$ cat src/rtl/spi_slave_stream.sv
// SPI mode-0 slave clocked entirely by the system clock.
// sck, cs_n and mosi are oversampled through synchronisers; received words
// leave on a valid/ready stream and transmit words arrive on another one.
// Overrun, underrun and truncated-frame events are reported as single pulses.
module spi_slave_stream #(
    parameter int unsigned       WIDTH       = 32,
    parameter int unsigned       SYNC_STAGES = 2,
    parameter bit                MSB_FIRST   = 1'b1,
    parameter logic [WIDTH-1:0]  IDLE_WORD   = '0
) (
    input  logic             clk,
    input  logic             reset,
    input  logic             sck,
    input  logic             cs_n,
    input  logic             mosi,
    output logic             miso,
    input  logic [WIDTH-1:0] tx_data,
    input  logic             tx_valid,
    output logic             tx_ready,
    output logic [WIDTH-1:0] rx_data,
    output logic             rx_valid,
    input  logic             rx_ready,
    output logic             busy,
    output logic             overrun,
    output logic             underrun,
    output logic             frame_err
);

    localparam int unsigned      CNT_W    = $clog2(WIDTH);
    localparam logic [CNT_W-1:0] CNT_LAST = CNT_W'(WIDTH - 1);

    typedef enum logic {
        ST_IDLE   = 1'b0,
        ST_ACTIVE = 1'b1
    } state_e;

    // Synchroniser chains: index 0 samples the pin, index SYNC_STAGES-1 is the stable copy.
    logic [SYNC_STAGES-1:0] sck_sync_q, sck_sync_d;
    logic [SYNC_STAGES-1:0] cs_n_sync_q, cs_n_sync_d;
    logic [SYNC_STAGES-1:0] mosi_sync_q, mosi_sync_d;
    logic                   sck_prev_q, sck_prev_d;
    logic                   cs_n_prev_q, cs_n_prev_d;
    // Marks how far valid pin samples have travelled down the chains since reset.
    logic [SYNC_STAGES:0]   fill_q, fill_d;
    // Set once cs_n has genuinely been seen high; a frame already running at
    // reset release must not be joined half-way through.
    logic                   armed_q, armed_d;

    state_e                 state_q, state_d;
    logic [CNT_W-1:0]       cnt_q, cnt_d;
    logic [WIDTH-1:0]       tx_shift_q, tx_shift_d;
    logic [WIDTH-1:0]       rx_shift_q, rx_shift_d;
    logic [WIDTH-1:0]       rx_data_q, rx_data_d;
    logic                   rx_valid_q, rx_valid_d;
    logic                   miso_q, miso_d;
    logic                   busy_q, busy_d;
    logic                   tx_ready_q, tx_ready_d;
    logic                   overrun_q, overrun_d;
    logic                   underrun_q, underrun_d;
    logic                   frame_err_q, frame_err_d;

    logic                   sck_s, cs_n_s, mosi_s;
    logic                   sck_rise, sck_fall, cs_fall, cs_rise;
    logic [WIDTH-1:0]       rx_word, tx_shifted;

    assign sck_s  = sck_sync_q[SYNC_STAGES-1];
    assign cs_n_s = cs_n_sync_q[SYNC_STAGES-1];
    assign mosi_s = mosi_sync_q[SYNC_STAGES-1];

    assign sck_rise = sck_s & ~sck_prev_q;
    assign sck_fall = ~sck_s & sck_prev_q;
    assign cs_fall  = ~cs_n_s & cs_n_prev_q & armed_q;
    assign cs_rise  = cs_n_s & ~cs_n_prev_q;

    // Word as it stands after shifting in the current mosi bit, and the
    // transmit register advanced by one bit toward the output end.
    assign rx_word    = MSB_FIRST ? {rx_shift_q[WIDTH-2:0], mosi_s}
                                  : {mosi_s, rx_shift_q[WIDTH-1:1]};
    assign tx_shifted = MSB_FIRST ? {tx_shift_q[WIDTH-2:0], 1'b0}
                                  : {1'b0, tx_shift_q[WIDTH-1:1]};

    // Advance the synchroniser chains and the post-reset fill marker.
    always_comb begin
        sck_sync_d  = {sck_sync_q[SYNC_STAGES-2:0], sck};
        cs_n_sync_d = {cs_n_sync_q[SYNC_STAGES-2:0], cs_n};
        mosi_sync_d = {mosi_sync_q[SYNC_STAGES-2:0], mosi};
        sck_prev_d  = sck_s;
        cs_n_prev_d = cs_n_s;
        fill_d      = {fill_q[SYNC_STAGES-1:0], 1'b1};
        armed_d     = armed_q | (fill_q[SYNC_STAGES] & cs_n_s & cs_n_prev_q);
    end

    // Frame state machine: next state, shift registers, stream handshakes and event pulses.
    always_comb begin
        // NOTE: every signal gets a default before any branch, so no path
        // through the block leaves a value unassigned and no latch is inferred.
        state_d     = state_q;
        cnt_d       = cnt_q;
        tx_shift_d  = tx_shift_q;
        rx_shift_d  = rx_shift_q;
        rx_data_d   = rx_data_q;
        rx_valid_d  = rx_valid_q & ~rx_ready;
        tx_ready_d  = 1'b0;
        overrun_d   = 1'b0;
        underrun_d  = 1'b0;
        frame_err_d = 1'b0;

        unique case (state_q)
            ST_IDLE: begin
                cnt_d = '0;
                if (cs_fall) begin
                    state_d = ST_ACTIVE;
                    if (tx_valid) begin
                        tx_shift_d = tx_data;
                        tx_ready_d = 1'b1;
                    end else begin
                        tx_shift_d = IDLE_WORD;
                        underrun_d = 1'b1;
                    end
                end
            end
            ST_ACTIVE: begin
                // cs_n rising takes priority over any sck edge seen alongside it.
                if (cs_rise) begin
                    state_d     = ST_IDLE;
                    cnt_d       = '0;
                    frame_err_d = (cnt_q != '0);
                end else if (sck_rise) begin
                    rx_shift_d = rx_word;
                    if (cnt_q == CNT_LAST) begin
                        cnt_d = '0;
                        if (!rx_valid_q || rx_ready) begin
                            rx_data_d  = rx_word;
                            rx_valid_d = 1'b1;
                        end else begin
                            overrun_d = 1'b1;
                        end
                    end else begin
                        cnt_d = cnt_q + CNT_W'(1);
                    end
                end else if (sck_fall) begin
                    if (cnt_q != '0) begin
                        tx_shift_d = tx_shifted;
                    end else if (tx_valid) begin
                        tx_shift_d = tx_data;
                        tx_ready_d = 1'b1;
                    end else begin
                        tx_shift_d = IDLE_WORD;
                        underrun_d = 1'b1;
                    end
                end
            end
            default: state_d = ST_IDLE;
        endcase

        busy_d = (state_d == ST_ACTIVE);
        if (state_d == ST_ACTIVE) begin
            miso_d = MSB_FIRST ? tx_shift_d[WIDTH-1] : tx_shift_d[0];
        end else begin
            miso_d = 1'b0;
        end
    end

    // State and output registers with asynchronous reset.
    always_ff @(posedge clk or posedge reset) begin
        if (reset) begin
            // NOTE: cs_n synchroniser flops reset to 1 (deselected) so that
            // reset itself never looks like the start of a frame.
            sck_sync_q  <= '0;
            cs_n_sync_q <= '1;
            mosi_sync_q <= '0;
            sck_prev_q  <= 1'b0;
            cs_n_prev_q <= 1'b1;
            fill_q      <= '0;
            armed_q     <= 1'b0;
            state_q     <= ST_IDLE;
            cnt_q       <= '0;
            tx_shift_q  <= '0;
            rx_shift_q  <= '0;
            rx_data_q   <= '0;
            rx_valid_q  <= 1'b0;
            miso_q      <= 1'b0;
            busy_q      <= 1'b0;
            tx_ready_q  <= 1'b0;
            overrun_q   <= 1'b0;
            underrun_q  <= 1'b0;
            frame_err_q <= 1'b0;
        end else begin
            // NOTE: non-blocking assignments so every flop samples the values
            // from before this edge, independent of statement order.
            sck_sync_q  <= sck_sync_d;
            cs_n_sync_q <= cs_n_sync_d;
            mosi_sync_q <= mosi_sync_d;
            sck_prev_q  <= sck_prev_d;
            cs_n_prev_q <= cs_n_prev_d;
            fill_q      <= fill_d;
            armed_q     <= armed_d;
            state_q     <= state_d;
            cnt_q       <= cnt_d;
            tx_shift_q  <= tx_shift_d;
            rx_shift_q  <= rx_shift_d;
            rx_data_q   <= rx_data_d;
            rx_valid_q  <= rx_valid_d;
            miso_q      <= miso_d;
            busy_q      <= busy_d;
            tx_ready_q  <= tx_ready_d;
            overrun_q   <= overrun_d;
            underrun_q  <= underrun_d;
            frame_err_q <= frame_err_d;
        end
    end

    assign miso      = miso_q;
    assign busy      = busy_q;
    assign rx_data   = rx_data_q;
    assign rx_valid  = rx_valid_q;
    assign tx_ready  = tx_ready_q;
    assign overrun   = overrun_q;
    assign underrun  = underrun_q;
    assign frame_err = frame_err_q;

endmodule
$ cat config.mk
export PLATFORM = sky130hd
export DESIGN_NAME = spi_slave_stream
export DESIGN_NICKNAME = d
export VERILOG_FILES = /design/src/rtl/spi_slave_stream.sv
export SDC_FILE = /design/constraint.sdc
export NUM_CORES = 1
export LEC_CHECK = 0
export BUFFER_PORTS_ARGS = -buffer_cell sky130_fd_sc_hd__buf_2
export CAP_MARGIN = 30
export CORE_MARGIN = 4
export CORE_UTILIZATION = 45
export CTS_BUF_LIST = sky130_fd_sc_hd__clkbuf_16
export DETAILED_ROUTE_END_ITERATION = 12
export HOLD_SLACK_MARGIN = 0.12
export PLACE_DENSITY = 0.66
export REMOVE_ABC_BUFFERS = 1
export SETUP_SLACK_MARGIN = 0.15
export SKIP_CTS_REPAIR_TIMING = 1
export SYNTH_ARGS = -nofsm -noshare
export SYNTH_HDL_FRONTEND = slang
export SYNTH_SLANG_ARGS = --single-unit
export TNS_END_PERCENT = 30
$ cat constraint.sdc
create_clock -name clk -period 6.8 [get_ports clk]
set_input_delay 0 -clock clk [delete_from_list [all_inputs] [get_ports clk]]
set_output_delay 0 -clock clk [all_outputs]
set_load 0.05 [all_outputs]
Word level (Yosys, flattened, before mapping)

Cells that the tools add are included.

Register bits after elaboration: 119
Memories: 0
Memory bits (writable): 0
Logic and storage cells: 89
Bits in latches: 0
ROM bits: 0
Input port bits: 39

Reduce and logical (&&, ||, !) cells: 6
Div/mod/pow operators: 0
Multiplexer cells: 41
Shift-type cells: 0
Multiply operators: 0
$add $sub $neg: 1
$lt $le $gt $ge: 0
Bitwise logic cells: 16
Equality and inequality tests: 6

Operators with widths:

| cell                                                             | number |
|---|---|
| 32-bit two-way mux                                               | 6 |
| 32-bit one-hot mux with 2 select lines                           | 1 |
| 1-bit two-way mux                                                | 27 |
| 5-bit two-way mux                                                | 3 |
| 5-bit one-hot mux with 2 select lines                            | 1 |
| 1-bit bitwise AND                                                | 8 |
| 1-bit inverter                                                   | 7 |
| 2-bit != test (second input constant)                            | 3 |
| 1-bit one-hot mux with 2 select lines                            | 3 |
| 5-bit by 1-bit adder with 5-bit output (second input constant)   | 1 |
| 5-bit == test (second input constant)                            | 1 |
| 5-bit AND reduction                                              | 1 |
| 5-bit nonzero test                                               | 1 |
| 4-bit AND reduction                                              | 1 |
| 3-bit by 1-bit != test with 1-bit output (second input constant) | 1 |
| 3-bit AND reduction                                              | 1 |
| 2-bit by 1-bit != test with 1-bit output (second input constant) | 1 |
| 1-bit logical NOT                                                | 1 |
| 1-bit logical OR                                                 | 1 |
| 1-bit bitwise OR                                                 | 1 |

Depth between registers and ports, before layout

Gate-level depths: netlist (run 1).

Depth in word-level cells: 7
Gate-level depth with buffers: 8
Mapped depth without buffers: 6

Worst setup path after synthesis (run 1)

OpenSTA, ideal clock, no wires.

Kind: reg2reg
From: register, netlist name busy
To: register rx_data_q[0] (netlist: rx_data[0])
Required time: 6.672 ns
Path buffers: 1
Cell stages (with the launch flop): 6
Path slack: 4.857 ns
Data arrival time: 1.815 ns
Setup time: 0.128 ns
Cell sequence: dfrtp_1 inv_2 nor3_4 nand3_2 buf_2 mux2_1

RTL lines:

| item                 | RTL line | source |
|---|---|---|
| to (signal assigned) | 202      | `rx_data_q <= rx_data_d;` |
| to (decl)            | 53       | `logic [WIDTH-1:0] rx_data_q, rx_data_d;` |

Worst setup path after layout (run 1)

From: register cs_n_prev_q
To: register rx_data_q[20] (netlist: rx_data[20])

Longest elaborated chain between the ends: 4

Ends and longest elaborated chain:

| item                          | RTL line | source |
|---|---|---|
| from (decl)                   | 42       | `logic cs_n_prev_q, cs_n_prev_d;` |
| from (signal assigned)        | 195      | `cs_n_prev_q <= cs_n_prev_d;` |
| 1-bit inverter                | 73       | `assign cs_rise = cs_n_s & ~cs_n_prev_q;` |
| 1-bit bitwise AND             | 73       |  |
| 1-bit inverter (no line)      | --       |  |
| 5-bit AND reduction (no line) | --       |  |

Every way passes these cells.
A chain may end at the register's enable or synchronous reset.

==> key figures, run 1 <==
Hold path
  – HP Class: primary input to flip-flop

Job
  – Maxcap violations: 0

Floorplanning
  – DIE WIDTH: 113 um
  – Die Area: 12700 sq um
  – Num rows: 37
  – Starting Density: 0.469
  – Io pins: 78
  – Placeable Area: 10500 sq um
  – Die Height: 113 um

Power and ir drop
  – Clock share of power: 0.461
  – Pint: 1.43 mW
  – Leakage power: 3.36 nW
  – Max IR drop VDD: 0.000223 V
  – Sequential power share: 0.435
  – Sw Share: 0.247
  – P_sw: 0.470 mW
  – Power per Cell Area: 297 nW/um^2
  – Comb power frac: 0.105

STA
  – RSZ-0062 raised after global routing: false
  – Layout Skew: 8.56 ps
  – Achievable frequency: 0.383 GHz
  – Final Cycle Share: 0.384
  – Slew @ Worst Pin: 880 ps
  – Final hold vios: 0
  – Setup TNS: 0 ps
  – Slew headroom: 0.413
  – Setup violators final: 0
  – Slew Viols, Final: 0
  – Fin crit period: 2610 ps

Placement
  – Quantity of I/O buffers inserted on ports: 77
  – Placer's final routability congestion estimate: 0.752
  – Detailed Place HPWL: 6420 um

Critical path
  – Req. time, crit path: 7080 ps
  – Critical Path Start: cs_n_prev_q$_DFF_PP1_
  – Critical Path End Type: flip-flop
  – Worst path depth: 5
  – Crit path largest cell delay: 730 ps
  – CP Launch Type: flip-flop
  – Worst r2r path cells: 5
  – Reg2Reg Capture Point: rx_data[20]$_DFFE_PP0P_
  – Reg2reg start: cs_n_prev_q$_DFF_PP1_
  – Crit Path Max Fanout: 35
  – Crit path capture: rx_data[20]$_DFFE_PP0P_
  – Crit-path slowest cell: nand3_2
  – CP Class: flip-flop to flip-flop
  – Largest delay contributor family on the critical path: simple AND/OR/NAND/NOR gates
  – CP cell instances: nor2b_1 > nor3_4 > buf_4 > nand3_2 > mux2_1
  – Crit path DAT: 2890 ps
  – Worst path bufs/invs: 1
  – Worst R2R Setup Slack: 4190 ps

GRT
  – GRT Residual Overflow: 0
  – First-pass GRT wire length: 17600 um
  – Maximum number of pins on one net before global-route repair: 74
  – Antenna violations before repair: 0
  – Vias in the first global route: 3752
  – All-layer global routing usage: 0.173

Yosys
  – Syn. warnings: 0
  – Adder-Cell Fraction of Synth Area: 0.00762
  – Post-synthesis mux area share: 0.0792
  – Syn_area_per_cell: 10.4 sq um
  – Compound-cell area share of the yosys netlist: 0.101
  – Sequential area share after synthesis: 0.605
  – Post-synth top flop: dfrtp_1
  – Ys async rst share: 1.00
  – Post-synth top area share: 0.589
  – Yosys top cell by area: dfrtp_1
  – Register bit total from synthesis: 119
  – Synth Cell Area: 4930 sq um
  – Yosys cell types: 39
  – Simple-gate portion of the synthesized area: 0.176
  – Xor/xnor cell area share of the yosys netlist: 0
  – Syn Inst Count: 474
  – Largest family of logic cells by synthesized area: simple AND/OR/NAND/NOR gates
  – Synth top area cells: dfrtp_1, nand2_1, mux2_1
  – Number of synthesized flops with an enable pin: 0

Final layout
  – Share of cells above drive strength 1: 0.209
  – Area Overhead vs Synth: 30.0%
  – Fin nets: 626
  – Core Util, Final: 0.609
  – Ant. Diodes: 0

Clocking
  – Clk_lat worst skew: 410 ps
  – Root Buffer: clkbuf_16
  – H-tree Lvls: 4
  – Clk slew on worst S/H paths: 50 ps
  – CTS sink count: 119
  – Longest Clk Path Bufs: 2
  – CTS tree: yes
  – Total CTS buffers: 17

Routing
  – Via density: 5.20
  – WL per Instance: 14.3 um
  – DR pass1 iterations: 4
  – Final wirelength: 10500 um
  – Vias post-DR: 3809
  – DRT iter0 DRCs: 214
  – ANT nets after route: 0
  – Post-route DRC violation count: 0

Status
  – Outcome: complete, no violations
state kept, by name (all words and copies together) (netlist names), 2 cells and up:
signal       flops
mosi_sync_q      2
rx_data         32
cnt_q            5
rx_shift_q      31
fill_q           3
cs_n_sync_q      2
sck_sync_q       2
tx_shift_q      32
routing by layer:
layer / GRT usage / routed length, um / up-vias
met5: 0 / 0 / -
met4: 0.0657 / 155 / 0
met3: 0.0642 / 557 / 14
met2: 0.265 / 5210 / 107
met1: 0.224 / 4590 / 1847
li1: - / - / 1841
layout by cell type, fill, tap and decap left out, types with 3 or more instances in the layout:
master,n
dfrtp_1,116
clkinv_1,3
nor2b_1,3
mux2_1,30
bufinv_16,3
ha_1,3
dlygate4sd3_1,36
o221ai_1,29
clkbuf_16,17
mux2i_1,3
dfstp_2,3
a22o_1,3
clkinvlp_4,3
inv_1,3
a21oi_1,29
clkinv_2,4
nand2_1,157
buf_2,77
nor2_1,33
nand2b_1,3
buf_4,4
how the worst min path moves through the flow:
stage	startpoint	to	slack [ps]	cells after the start
CTS	reset	sck_prev_q$_DFF_PP0_	-330	2
global route	tx_data[31]	tx_shift_q[31]$_DFF_PP0_	140	4
detailed placement	reset	sck_prev_q$_DFF_PP0_	110	2
global placement	reset	sck_prev_q$_DFF_PP0_	100	2
floorplan	cs_n	cs_n_sync_q[0]$_DFF_PP1_	4	0
finish	tx_data[31]	tx_shift_q[31]$_DFF_PP0_	100	4
cell usage after synthesis (2+ instances only):
cell type	n
mux2_1	30
buf_2	8
mux2i_1	3
dfrtp_1	116
mux2_2	2
o221ai_1	29
a22o_1	3
clkbuf_1	20
nand2b_1	3
and2_1	2
nand3_1	2
dfstp_2	3
ha_1	3
and3_1	2
or3_1	2
nor2_1	33
a21oi_1	29
nor2b_1	3
nor3_1	2
inv_1	4
nand2_1	157
stage by stage:
step	area, sq um	setup WS [ps]	cells	power [mW]	hold slack, ps
global placement	5400	4210	662	1.01	102
finish	6400	4190	733	1.90	102
global route	6400	3970	733	2.00	141
detailed placement	5460	4140	665	1.02	107
floorplan	4800	3650	445	0.953	4.48
CTS	6040	4120	697	1.91	-335
tightest hold or removal path, stage by stage:
cell,delay (ps)
buf_2,80
and2_1,140
mux2i_1,70
mux2i_1,160
power by group through the flow:
stage	Combinational, mW	Sequential, mW	Clock (mW)
after floorplan	0.119	0.834	0
after global placement	0.172	0.835	0
after detailed placement	0.185	0.837	0
after CTS	0.186	0.827	0.898
after global routing	0.229	0.836	0.931
final	0.199	0.828	0.878
area by class of cell:
cell class,instances,area (sq um)
Tap cell,136,170
Clock buffer,17,425
Inverter,5,21.3
Clock inverter,15,161
Timing Repair Buffer,120,838
Fill cell,855,4100
Multi-Input combinational cell,321,1810
Sequential cell,119,2980
logic make-up after synthesis:
group | Yosys count
simple gates | 212
fa+ha+maj | 3
buf+inv | 34
mux | 35
flops | 119
other cells | 1
compound gates | 70
(Power assumes the default switching activity.)
==> run 2: changes to the inputs <==
Settings changed: ABC_AREA from default to 1, PLACE_DENSITY 0.66 to 0.68.
Clock period 6.8 ns to 2.3 ns, I/O delays scaled along.
==> run 2 against run 1 <==
  * Maximum frequency is 42% higher
  * Largest cell class unchanged
  * Sequential share of layout area is 3.1 points lower
  * Synthesized area increased by 11%
  * Cell count grew 23%
  * First-iteration DRC count up 40%
  * Highest routed layer unchanged
  * Clock power grew to 3.0 times the previous value
==> key figures, run 2 <==
Clocking
  – Root Buffer: clkbuf_16
  – H-tree Lvls: 4 (unchanged)
  – Clk_lat worst skew: 400 ps (about the same)
  – Total CTS buffers: 17 (unchanged)
  – Clk slew on worst S/H paths: 50 ps (about the same)
  – CTS tree: yes
  – Longest Clk Path Bufs: 2 (unchanged)
  – CTS sink count: 119 (unchanged)

Critical path
  – Critical Path End Type: flip-flop
  – Worst R2R Setup Slack: 460 ps (-3730 ps)
  – Worst r2r path cells: 5 (unchanged)
  – Reg2Reg Capture Point: cnt_q[2]$_DFFE_PP0P_
  – CP Class: flip-flop to flip-flop
  – Crit-path slowest cell: dfrtp_1
  – Crit path largest cell delay: 650 ps (-80 ps)
  – CP Launch Type: flip-flop
  – Crit path capture: cnt_q[2]$_DFFE_PP0P_
  – Reg2reg start: busy$_DFF_PP0_
  – CP cell instances: nand2_4 > nor2_8 > buf_4 > nand2_1 > o21ai_0
  – Crit path DAT: 2150 ps (-740 ps)
  – Critical Path Start: busy$_DFF_PP0_
  – Req. time, crit path: 2610 ps (-4470 ps)
  – Crit Path Max Fanout: 67 (+91%)

Yosys
  – Post-synth top flop: dfrtp_1
  – Sequential area share after synthesis: 0.547 (-0.0584)
  – Synth top area cells: dfrtp_1, nand2_1, nand3_1
  – Post-synth top area share: 0.532 (-0.0569)
  – Syn Inst Count: 642 (+35%)
  – Yosys top cell by area: dfrtp_1
  – Synth Cell Area: 5450 sq um (+11%)
  – Register bit total from synthesis: 119 (unchanged)
  – Most instantiated cells after synthesis: nand2_1, dfrtp_1, inv_1
  – Ys async rst share: 1.00 (unchanged)
  – Yosys cell types: 31 (-21%)
  – Number of synthesized flops with an enable pin: 0 (unchanged)
  – Syn_area_per_cell: 8.50 sq um (-18%)
  – Most numerous cell in the Yosys netlist: nand2_1
  – Syn. warnings: 0 (unchanged)

STA
  – Fin crit period: 1840 ps (-772 ps)
  – Slew @ Worst Pin: 724 ps (-156 ps)
  – Achievable frequency: 0.544 GHz (+42%)
  – Slew headroom: 0.517 (+0.104)
  – RSZ-0062 raised after global routing: false
  – Final Cycle Share: 0.799 (+0.415)
  – Slew Viols, Final: 0 (unchanged)
  – Setup violators final: 0 (unchanged)
  – Layout Skew: 8.24 ps (-0.320 ps)
  – Final hold vios: 0 (unchanged)

Status
  – Outcome: complete, no violations

Power and ir drop
  – Power per Cell Area: 811 nW/um^2 (+170%)
  – Tot Pwr: 5.56 mW (+190%)
  – Max IR drop VDD: 0.000512 V (+130%)
  – Leakage power: 3.50 nW (+4.2%)

Routing
  – WL per Instance: 12.9 um (-10%)
  – DR pass1 iterations: 5 (+1)
  – ANT nets after route: 0 (unchanged)
  – DRT iter0 DRCs: 299 (+40%)
  – Vias post-DR: 4538 (+19%)
  – Post-route DRC violation count: 0 (unchanged)
  – Via density: 5.01 (-3.5%)
  – Final wirelength: 11700 um (+11%)

Floorplanning
  – Num rows: 39 (+5.4%)
  – Die Height: 118 um (+4.8%)
  – Starting Density: 0.468 (-0.00121)
  – Io pins: 78 (unchanged)
  – Placeable Area: 11700 sq um (+11%)
  – DIE WIDTH: 118 um (+4.8%)
  – Die Area: 13900 sq um (+9.9%)

Placement
  – DP Cell Count: 836 (+26%)
  – Quantity of I/O buffers inserted on ports: 77 (unchanged)
  – Placer's final routability congestion estimate: 0.842 (+12%)
  – Detailed Place HPWL: 7350 um (+15%)

Final layout
  – Register area: 2980 sq um (unchanged)
  – Area Overhead vs Synth: 25.8%
  – Fin nets: 791 (+26%)
  – FILL cells: 1017 (+19%)
  – Ant. Diodes: 0 (unchanged)
  – Most frequent cells in the layout: nand2_1, dfrtp_1, buf_2
  – Core Util, Final: 0.588 (-0.0213)
  – Share of cells above drive strength 1: 0.193 (-0.0165)
  – Non-Filler Instances: 905 (+23%)
  – Multi-input gate area in the final layout: 1990 sq um (+10%)
  – Commonest non-fill, non-tap cell in the layout: nand2_1

Job
  – Maxcap violations: 0 (unchanged)

GRT
  – First-pass GRT wire length: 19600 um (+12%)
  – Antenna violations before repair: 0 (unchanged)
  – GRT Residual Overflow: 0 (unchanged)
  – Maximum number of pins on one net before global-route repair: 68 (-8.1%)
  – Vias in the first global route: 4251 (+13%)
  – All-layer global routing usage: 0.169 (-0.00378)

Hold path
  – Hold path start: tx_valid
  – HP Class: primary input to flip-flop
==> run 2: area by class of cell <==
| class | instances | area share |
|---|---|---|
| sequential | 119 | 0.435 |
| timing repair buffer | 123 | 0.126 |
| multi-input combinational | 425 | 0.291 |
| clock buffer | 17 | 0.0620 |
| tap | 143 | 0.0261 |
| clock inverter | 15 | 0.0263 |
| inverter | 63 | 0.0348 |
==> run 2: power breakdown <==
group | internal [mW] | leakage, nW | switching [mW]
Combinational | 0.204 | 1.60 | 0.403
Sequential | 2.22 | 1.61 | 0.0702
Clock | 1.71 | 0.295 | 0.962
==> run 2: layer usage <==
layer	up-vias	global-route usage	wire, um
met5	-	0	0
met4	0	0.0498	75
met3	12	0.0509	677
met2	146	0.270	5520
met1	2118	0.222	5390
li1	2262	-	-
==> run 2: cell families after synthesis <==
logic type | Yosys count | synth area share
compound gates | 118 | 0.119
xor+xnor | 2 | 0.00321
fa+ha+maj | 3 | 0.00688
buf+inv | 98 | 0.0879
flops | 119 | 0.547
other cells | 1 | 0.000688
simple gates | 301 | 0.236
==> run 2: worst max-delay path, delay by kind of cell (launching register included) <==
kind                   cells  cell delay [ps]
AO/OA/AOI/OAI              1              180
AND/OR/NAND/NOR            3              460
buffers and inverters      1              470
flip-flops                 1              650
==> run 2: worst min path at each step <==
stage / depth (start not counted) / slack, ps / end
after floorplan: 0 / 4 / cs_n_sync_q[0]$_DFF_PP1_
after global placement: 1 / 110 / mosi_sync_q[0]$_DFF_PP0_
after detailed placement: 1 / 110 / mosi_sync_q[0]$_DFF_PP0_
after CTS: 1 / -310 / cs_n_sync_q[0]$_DFF_PP1_
after global routing: 2 / 240 / sck_sync_q[0]$_DFF_PP0_
final: 2 / 220 / underrun$_DFF_PP0_
==> run 2: stage by stage <==
stage | setup slack, ps | hold WS [ps] | cell area (sq um) | setup TNS [ps]
3_3_place_gp | 523 | 111 | 5880 | 0
5_1_grt | 274 | 245 | 6860 | 0
3_5_place_dp | 474 | 109 | 5880 | 0
6_report | 461 | 224 | 6860 | 0
4_1_cts | 457 | -312 | 6490 | 0
2_1_floorplan | -853 | 4.48 | 5210 | -103030
